**src/rtl/fir_tdm_filter.sv**
```systemverilog
// Programmable N_TAPS FIR filter built around one shared multiply-accumulate unit.
// Each accepted sample takes N_TAPS MAC cycles and one output cycle; the result is rounded and saturated.
module fir_tdm_filter #(
  parameter int N_TAPS     = 8,
  parameter int NB_INPUT   = 14,
  parameter int NBF_INPUT  = 13,
  parameter int NB_COEFF   = 8,
  parameter int NBF_COEFF  = 7,
  parameter int NB_OUTPUT  = 14,
  parameter int NBF_OUTPUT = 13,
  parameter int ROUND      = 1
) (
  input  logic                        clk,
  input  logic                        i_rst_n,
  input  logic                        i_en,
  input  logic                        i_clear,
  input  logic                        i_valid,
  output logic                        o_ready,
  input  logic [NB_INPUT-1:0]         i_is_data,
  input  logic                        i_coeff_we,
  input  logic [$clog2(N_TAPS)-1:0]   i_coeff_addr,
  input  logic [NB_COEFF-1:0]         i_coeff_data,
  output logic                        o_valid,
  output logic [NB_OUTPUT-1:0]        o_os_data,
  output logic                        o_sat
);

  localparam int CW = $clog2(N_TAPS);
  localparam int PW = NB_INPUT + NB_COEFF;
  localparam int AW = PW + CW;
  localparam int D  = NBF_INPUT + NBF_COEFF - NBF_OUTPUT;

  localparam logic signed [AW:0] RND =
    (ROUND != 0 && D > 0) ? ((AW+1)'(1) << ((D > 0) ? D - 1 : 0)) : '0;
  localparam logic signed [AW:0] OMAX = {{(AW+2-NB_OUTPUT){1'b0}}, {(NB_OUTPUT-1){1'b1}}};
  localparam logic signed [AW:0] OMIN = {{(AW+2-NB_OUTPUT){1'b1}}, {(NB_OUTPUT-1){1'b0}}};

  typedef enum logic [1:0] {IDLE, MAC, OUT} state_t;

  state_t state, state_next;

  logic signed [NB_INPUT-1:0] x [N_TAPS];
  logic signed [NB_COEFF-1:0] c [N_TAPS];
  logic signed [AW-1:0]       acc;
  logic [CW-1:0]              cnt;

  logic                       accept;
  logic                       last_tap;
  logic                       flush;
  logic                       coeff_wr;
  logic signed [PW-1:0]       prod;
  logic signed [AW:0]         rounded;
  logic signed [AW:0]         shifted;
  logic [NB_OUTPUT-1:0]       sat_data;
  logic                       sat_flag;

  assign o_ready  = (state == IDLE) && i_en;
  assign accept   = i_valid && o_ready && !i_clear;
  assign flush    = i_en && i_clear;
  assign last_tap = (cnt == CW'(N_TAPS - 1));
  assign coeff_wr = i_en && !i_clear && (state == IDLE) && i_coeff_we
                    && (int'(i_coeff_addr) < N_TAPS);

  // State register and next-state logic
  always_ff @(posedge clk or negedge i_rst_n) begin
    if (!i_rst_n) state <= IDLE;
    else          state <= state_next;
  end

  always_comb begin
    state_next = state;
    if (i_en) begin
      if (i_clear) begin
        state_next = IDLE;
      end else begin
        case (state)
          IDLE:    if (i_valid) state_next = MAC;
          MAC:     if (last_tap) state_next = OUT;
          OUT:     state_next = IDLE;
          default: state_next = IDLE;
        endcase
      end
    end
  end

  // Delay line and coefficient bank, one register per tap
  generate
    for (genvar gi = 0; gi < N_TAPS; gi++) begin : g_tap
      always_ff @(posedge clk or negedge i_rst_n) begin
        if (!i_rst_n) begin
          x[gi] <= '0;
        end else if (flush) begin
          x[gi] <= '0;
        end else if (accept) begin
          if (gi == 0) x[gi] <= i_is_data;
          else         x[gi] <= x[(gi > 0) ? gi - 1 : 0];
        end
      end

      always_ff @(posedge clk or negedge i_rst_n) begin
        if (!i_rst_n) begin
          c[gi] <= '0;
        end else if (coeff_wr && (int'(i_coeff_addr) == gi)) begin
          c[gi] <= i_coeff_data;
        end
      end
    end
  endgenerate

  assign prod = c[cnt] * x[cnt];

  // One guard bit above the accumulator absorbs the rounding offset
  assign rounded = {acc[AW-1], acc} + RND;
  assign shifted = rounded >>> D;

  always_comb begin
    sat_flag = 1'b0;
    sat_data = shifted[NB_OUTPUT-1:0];
    if (shifted > OMAX) begin
      sat_flag = 1'b1;
      sat_data = OMAX[NB_OUTPUT-1:0];
    end else if (shifted < OMIN) begin
      sat_flag = 1'b1;
      sat_data = OMIN[NB_OUTPUT-1:0];
    end
  end

  always_ff @(posedge clk or negedge i_rst_n) begin
    if (!i_rst_n) begin
      acc       <= '0;
      cnt       <= '0;
      o_valid   <= 1'b0;
      o_os_data <= '0;
      o_sat     <= 1'b0;
    end else if (i_en) begin
      if (i_clear) begin
        acc     <= '0;
        cnt     <= '0;
        o_valid <= 1'b0;
      end else begin
        o_valid <= 1'b0;
        case (state)
          IDLE: begin
            if (i_valid) begin
              acc <= '0;
              cnt <= '0;
            end
          end
          MAC: begin
            acc <= acc + {{(AW-PW){prod[PW-1]}}, prod};
            if (!last_tap) cnt <= cnt + CW'(1);
          end
          OUT: begin
            o_valid   <= 1'b1;
            o_os_data <= sat_data;
            o_sat     <= sat_flag;
          end
          default: ;
        endcase
      end
    end
  end

endmodule

```
**config.mk**
```make
export PLATFORM = sky130hd
export DESIGN_NAME = fir_tdm_filter
export DESIGN_NICKNAME = d
export VERILOG_FILES = /design/src/rtl/fir_tdm_filter.sv
export SDC_FILE = /design/constraint.sdc
export NUM_CORES = 1
export LEC_CHECK = 0
export CORE_MARGIN = 5
export CORE_UTILIZATION = 40
export DETAILED_ROUTE_END_ITERATION = 12
export PLACE_DENSITY = 0.58
export SYNTH_ARGS = -nofsm -noshare
export SYNTH_HDL_FRONTEND = slang
export SYNTH_SLANG_ARGS = --single-unit
export TNS_END_PERCENT = 30
```
**constraint.sdc**
```tcl
create_clock -name clk -period 8.7 [get_ports clk]
set_input_delay 1.74 -clock clk [delete_from_list [all_inputs] [get_ports clk]]
set_output_delay 1.74 -clock clk [all_outputs]
set_load 0.005 [all_outputs]
```
# Word level (Yosys, flattened, before mapping)
# Index checks and enable logic that the tools add are counted.
# word_totals
regBits	222
inputBits	31
elab_cells	107
# op_classes
n_addsub	3
multipliers	1
magnitude_cmp	3
eq_ne	13
n_mux	39
bitwise	2
n_reduce_logical	24
# op_table
op	count
two-way mux 14 bit	20
two-way mux 25 bit	2
case mux 25 bit (2 select lines)	1
binary-select mux 14 bit (select 3 bit)	1
adder 25 x 8 -> 26 bit, second input constant	1
adder 25 bit	1
binary-select mux 8 bit (select 3 bit)	1
multiplier 8 x 14 -> 22 bit	1
> comparator 19 x 14 -> 1 bit, second input constant	1
less-than comparator 19 x 14 -> 1 bit, second input constant	1
two-way mux 8 bit	2
== test 3 bit, second input constant	5
logical AND 1 bit	15
two-way mux 3 bit	3
inequality test 3 bit, second input constant	3
AND reduction 3 bit	3
== test 3 x 2 -> 1 bit, second input constant	2
two-way mux 2 bit	3
case mux 3 bit (2 select lines)	1
>= comparator 4 bit, second input constant	1
two-way mux 1 bit	4
NOT 3 -> 4 bit	1
case mux 2 bit (2 select lines)	1
AND reduction 4 bit	1
10 further kinds	10

# Logic depth before layout (Yosys ltp)
# logic_depth
depth_word	8
mapped_depth	34
depth_no_buf	31

# Least setup slack after synthesis
# Ideal clock, no wire load.
# synth_path
kind	register -> register
start	register cnt[0]
end	register acc[24]
setup_ns	0.121
t_arrival_ns	7.373
t_required_ns	8.579
setup_slack_ns	1.206
stages_incl_launch_ff	33
path_buffers	3
period_less_slack_ns	7.494
path_cell_list	dfrtp_1 -> buf_2 -> buf_2 -> mux4_2 -> mux2i_1 -> clkbuf_1 -> nor2_1 -> fa_1 -> inv_1 -> fa_1 -> inv_1 -> fa_1 -> inv_1 -> fa_1 -> inv_1 -> ha_1 -> a21oi_1 -> nor2b_1 -> o21a_1 -> o41ai_2 -> nor2_1 -> nor3_1 -> xnor2_1 -> ha_1 -> nand2_1 -> a2bb2oi_1 -> nor4b_1 -> o32ai_1 -> a21oi_1 -> a31oi_1 -> xor2_1 -> o21bai_1 -> a22o_1
# synth_between
elab_chain_cells	8
# synth_rtl
element	line_no	source
start: declaration	45	logic [CW-1:0] cnt;
start signal: assignment	151	if (!last_tap) cnt <= cnt + CW'(1);
NOT 3 -> 4 bit (implied by the code) *	110	assign prod = c[cnt] * x[cnt];
binary-select mux 8 bit (select 3 bit) / binary-select mux 14 bit (select 3 bit) (equally long branches)	110	
two-way mux 8 bit (implied by the code) / two-way mux 14 bit (equally long branches) (2 in series)	110	
multiplier 8 x 14 -> 22 bit *	110	
adder 25 bit *	150	acc <= acc + {{(AW-PW){prod[PW-1]}}, prod};
case mux 25 bit (2 select lines) *	142	case (state)
two-way mux 25 bit *	136	if (i_clear) begin
end signal: assignment	150	
end: declaration	44	logic signed [AW-1:0] acc;
# Mark *: on every way between the ends. The rest lies on a longest branch, timed or not. The select of a mux whose other input is x is not followed.
# A chain may end at the register's enable or synchronous reset.

# Worst setup path after layout
# Ends and elaborated chain as after synthesis.

==> run summary <==
Final hold vios -> 0
EDFF count, synth -> 0
Drt wl/cell -> 16.0 um
Placed cell count -> 2,092
Diode count -> 0
H-tree levels -> 1
Finished Cell Area -> 17,400 um2
Max_cap viols -> 0
Max incr delay on CP -> 0.59 ns
Maximum vdd drop -> 0.159 mV
Critical path capture point type -> flip-flop
Layout cell share with drive strength beyond 1 -> 13.8%
Yosys warns -> 0
Final nets -> 1,801
Most common flop cell mapped by yosys -> dfrtp_1
Commonest non-fill, non-tap cell in the layout -> nand2_1
Register area share after synthesis -> 36.1%
CTS tree -> done
Reg clk slew, reported paths -> 0.06 ns
PortBufs -> 47
Tcrit/Tclk final -> 91.7%
Ys async rst share -> 100%
Post-layout min period -> 7.98 ns
Logic gate share of total power -> 40.7%
Chip width -> 206 um
Antenna violations before repair -> 0
Placed inst area -> 16,500 um2
DRC -> 0
Critical path type -> reg2reg
Static leakage -> 0.00780 uW
Synth cell types -> 64
1st-iter DRT viols -> 705
Yosys reg bits -> 222
CP Launch Type -> flip-flop
Critical Path Most Common Cell -> fa_1
Hold WC Path Type -> reg2reg
Total track usage -> 16.4%
Worst-Skew Late Latency -> 0.57 ns
Largest net degree at the start of global routing -> 157
Fmax -> 125 MHz
Setup WS pre-CTS -> 0.408 ns
Vias in the first global route -> 11,321
Outcome -> finished, final reports clean
Clock sink count -> 222
Core region area -> 37,800 um2
Final wirelength -> 34,300 um
DP Wirelength -> 23,900 um
RSZ-0062 raised after global routing -> no
Root Buffer -> clkbuf_16
Syn_area_per_cell -> 9.77 um2
Non-filler cells, final -> 2,140
Global-route wire length before repair -> 57,900 um
Setup TNS -> 0 ns
Worst-Margin Slew -> 1.18 ns
Final Core Density -> 46.0%
Clk_skew -> 0.0172 ns
Power per cell area -> 231 nW/um2
Highest-count cells in the layout ignoring fill and taps -> nand2_1 (251), dfrtp_1 (220), inv_1 (151)
Post-Synthesis Cells -> 1,576
Sequential share of power -> 31.5%
1st-pass router iterations -> 5
Clk buf depth -> 3
Max FO, Critical Path -> 15
Final GP Congestion -> 0.824
Worst Setup Slack, final -> 0.720 ns
CP max stage cell -> dfrtp_4
Net Count, Synth -> 1,767
Pins Over Slew Limit -> 0
Sw Pwr -> 1510 uW
CP Data Required Time -> 9.14 ns
Crit path DAT -> 8.42 ns
Power share of the clock group -> 27.8%
Vias -> 11,097
Floorplan row count -> 71
Hold buffers post-CTS -> 0
Die Y -> 206 um
Post-synthesis cell area -> 15,400 um2
Switching Share -> 37.6%
Max_slew headroom -> 20.5%
IO Count -> 48
Number of buffers inserted during clock tree synthesis -> 26
Initial core utilization -> 40.7%
Final ANT Viol Nets -> 0
Final setup vio count -> 0
P_int -> 2510 uW
P&R area growth vs syn -> 13.2%
Die footprint -> 42,500 um2
Via/cell ratio -> 5.19
GR Overflow Total -> 0
flip-flops by register name (all words and copies together), names as in the netlist:
name       count
acc           25
c             64
cnt            3
o_os_data     14
o_sat          1
o_valid        1
state          2
x            112
routing by layer:
metal | GRT usage (%) | routed length, um
met1 | 22.8 | 15800
met5 | 0 | 0
met4 | 3.97 | 760
met2 | 27.4 | 16700
met3 | 2.32 | 1120
critical path: cells and delay by family, from the launching register on:
| kind | cells | cell delay, ns |
|---|---|---|
| AOI/OAI and AO/OA | 9 | 1.72 |
| buffers and inverters | 5 | 0.72 |
| xor gates and xnor gates | 2 | 0.33 |
| muxes | 2 | 0.74 |
| adders and majority gates | 6 | 2.67 |
| and+or+nand+nor | 6 | 1.07 |
| DFF | 1 | 0.59 |
worst paths after layout:
check | from | end | slack (ns) | cells after the start
min in group asynchronous | i_rst_n | o_sat | 1.14 | 1
max | cnt[0] | acc[24] | 0.72 | 30
min | o_valid | o_valid | 0.49 | 1
max in group asynchronous | i_rst_n | c[61] | 6.32 | 2
min reg2reg | o_valid | o_valid | 0.49 | 1
max reg2reg | cnt[0] | acc[24] | 0.72 | 30
cells in the mapped netlist, types with 6 or more instances:
cell	n	area share [%]
nor3_1	19	0.62
nand4_1	8	0.33
nor2b_1	18	0.73
a22oi_1	7	0.34
a31oi_1	17	0.69
a22o_1	6	0.34
o21bai_1	7	0.34
o21ai_0	36	1.2
fa_1	92	12
nand3_1	18	0.59
inv_1	151	3.7
nand2b_1	7	0.28
clkbuf_1	63	1.5
a21o_1	10	0.49
and3_1	6	0.24
ha_1	68	5.5
dfrtp_1	222	36
mux4_2	44	6.4
mux2_2	65	4.8
nand2_1	252	6.1
a21oi_1	135	4.4
or2_2	18	0.73
xor2_1	18	1.0
mux2i_1	24	1.6
nor2_1	149	3.6
buf_2	7	0.23
xnor2_1	37	2.1
area by class of cell:
cell class                 count  area, um2
clock buffer                  38        756
tap                          511        639
inverter                     151        567
clock inverter                 9        128
sequential                   222       5560
multi-input combinational   1128       8990
timing repair buffer          81        788
fill                        3613      20400
cell families (layout without fill, tap and decap cells):
logic type / Yosys count / count (layout) / share of synthesized area [%]
XOR/XNOR: 56 / 56 / 3.24
adder cells (fa/ha/maj): 160 / 160 / 17.5
AND/OR/NAND/NOR: 523 / 523 / 14.7
buffers and inverters: 226 / 279 / 5.64
flip-flops: 222 / 222 / 36.1
multiplexers: 133 / 133 / 12.8
AO/OA/AOI/OAI: 256 / 256 / 10.1
power by group through the flow:
stage / clock network (uW) / logic, uW / registers (uW)
2_1_floorplan: 0 / 1270 / 1230
3_3_place_gp: 0 / 1630 / 1280
3_5_place_dp: 0 / 1650 / 1290
4_1_cts: 1150 / 1660 / 1270
5_1_grt: 1190 / 1860 / 1280
6_report: 1120 / 1640 / 1270
metrics by stage:
stage | total power, uW | hold WS [ns]
after floorplan | 2500 | 0.450
after global placement | 2910 | 0.469
after detailed placement | 2940 | 0.483
after CTS | 4080 | 0.501
after global routing | 4330 | 0.520
final | 4020 | 0.494
repair_timing:
item,CTS,global route
setup buffers,0,1
resized for setup,0,1
endpoints found under the setup margin,0,2
(Power assumes the default switching activity.)
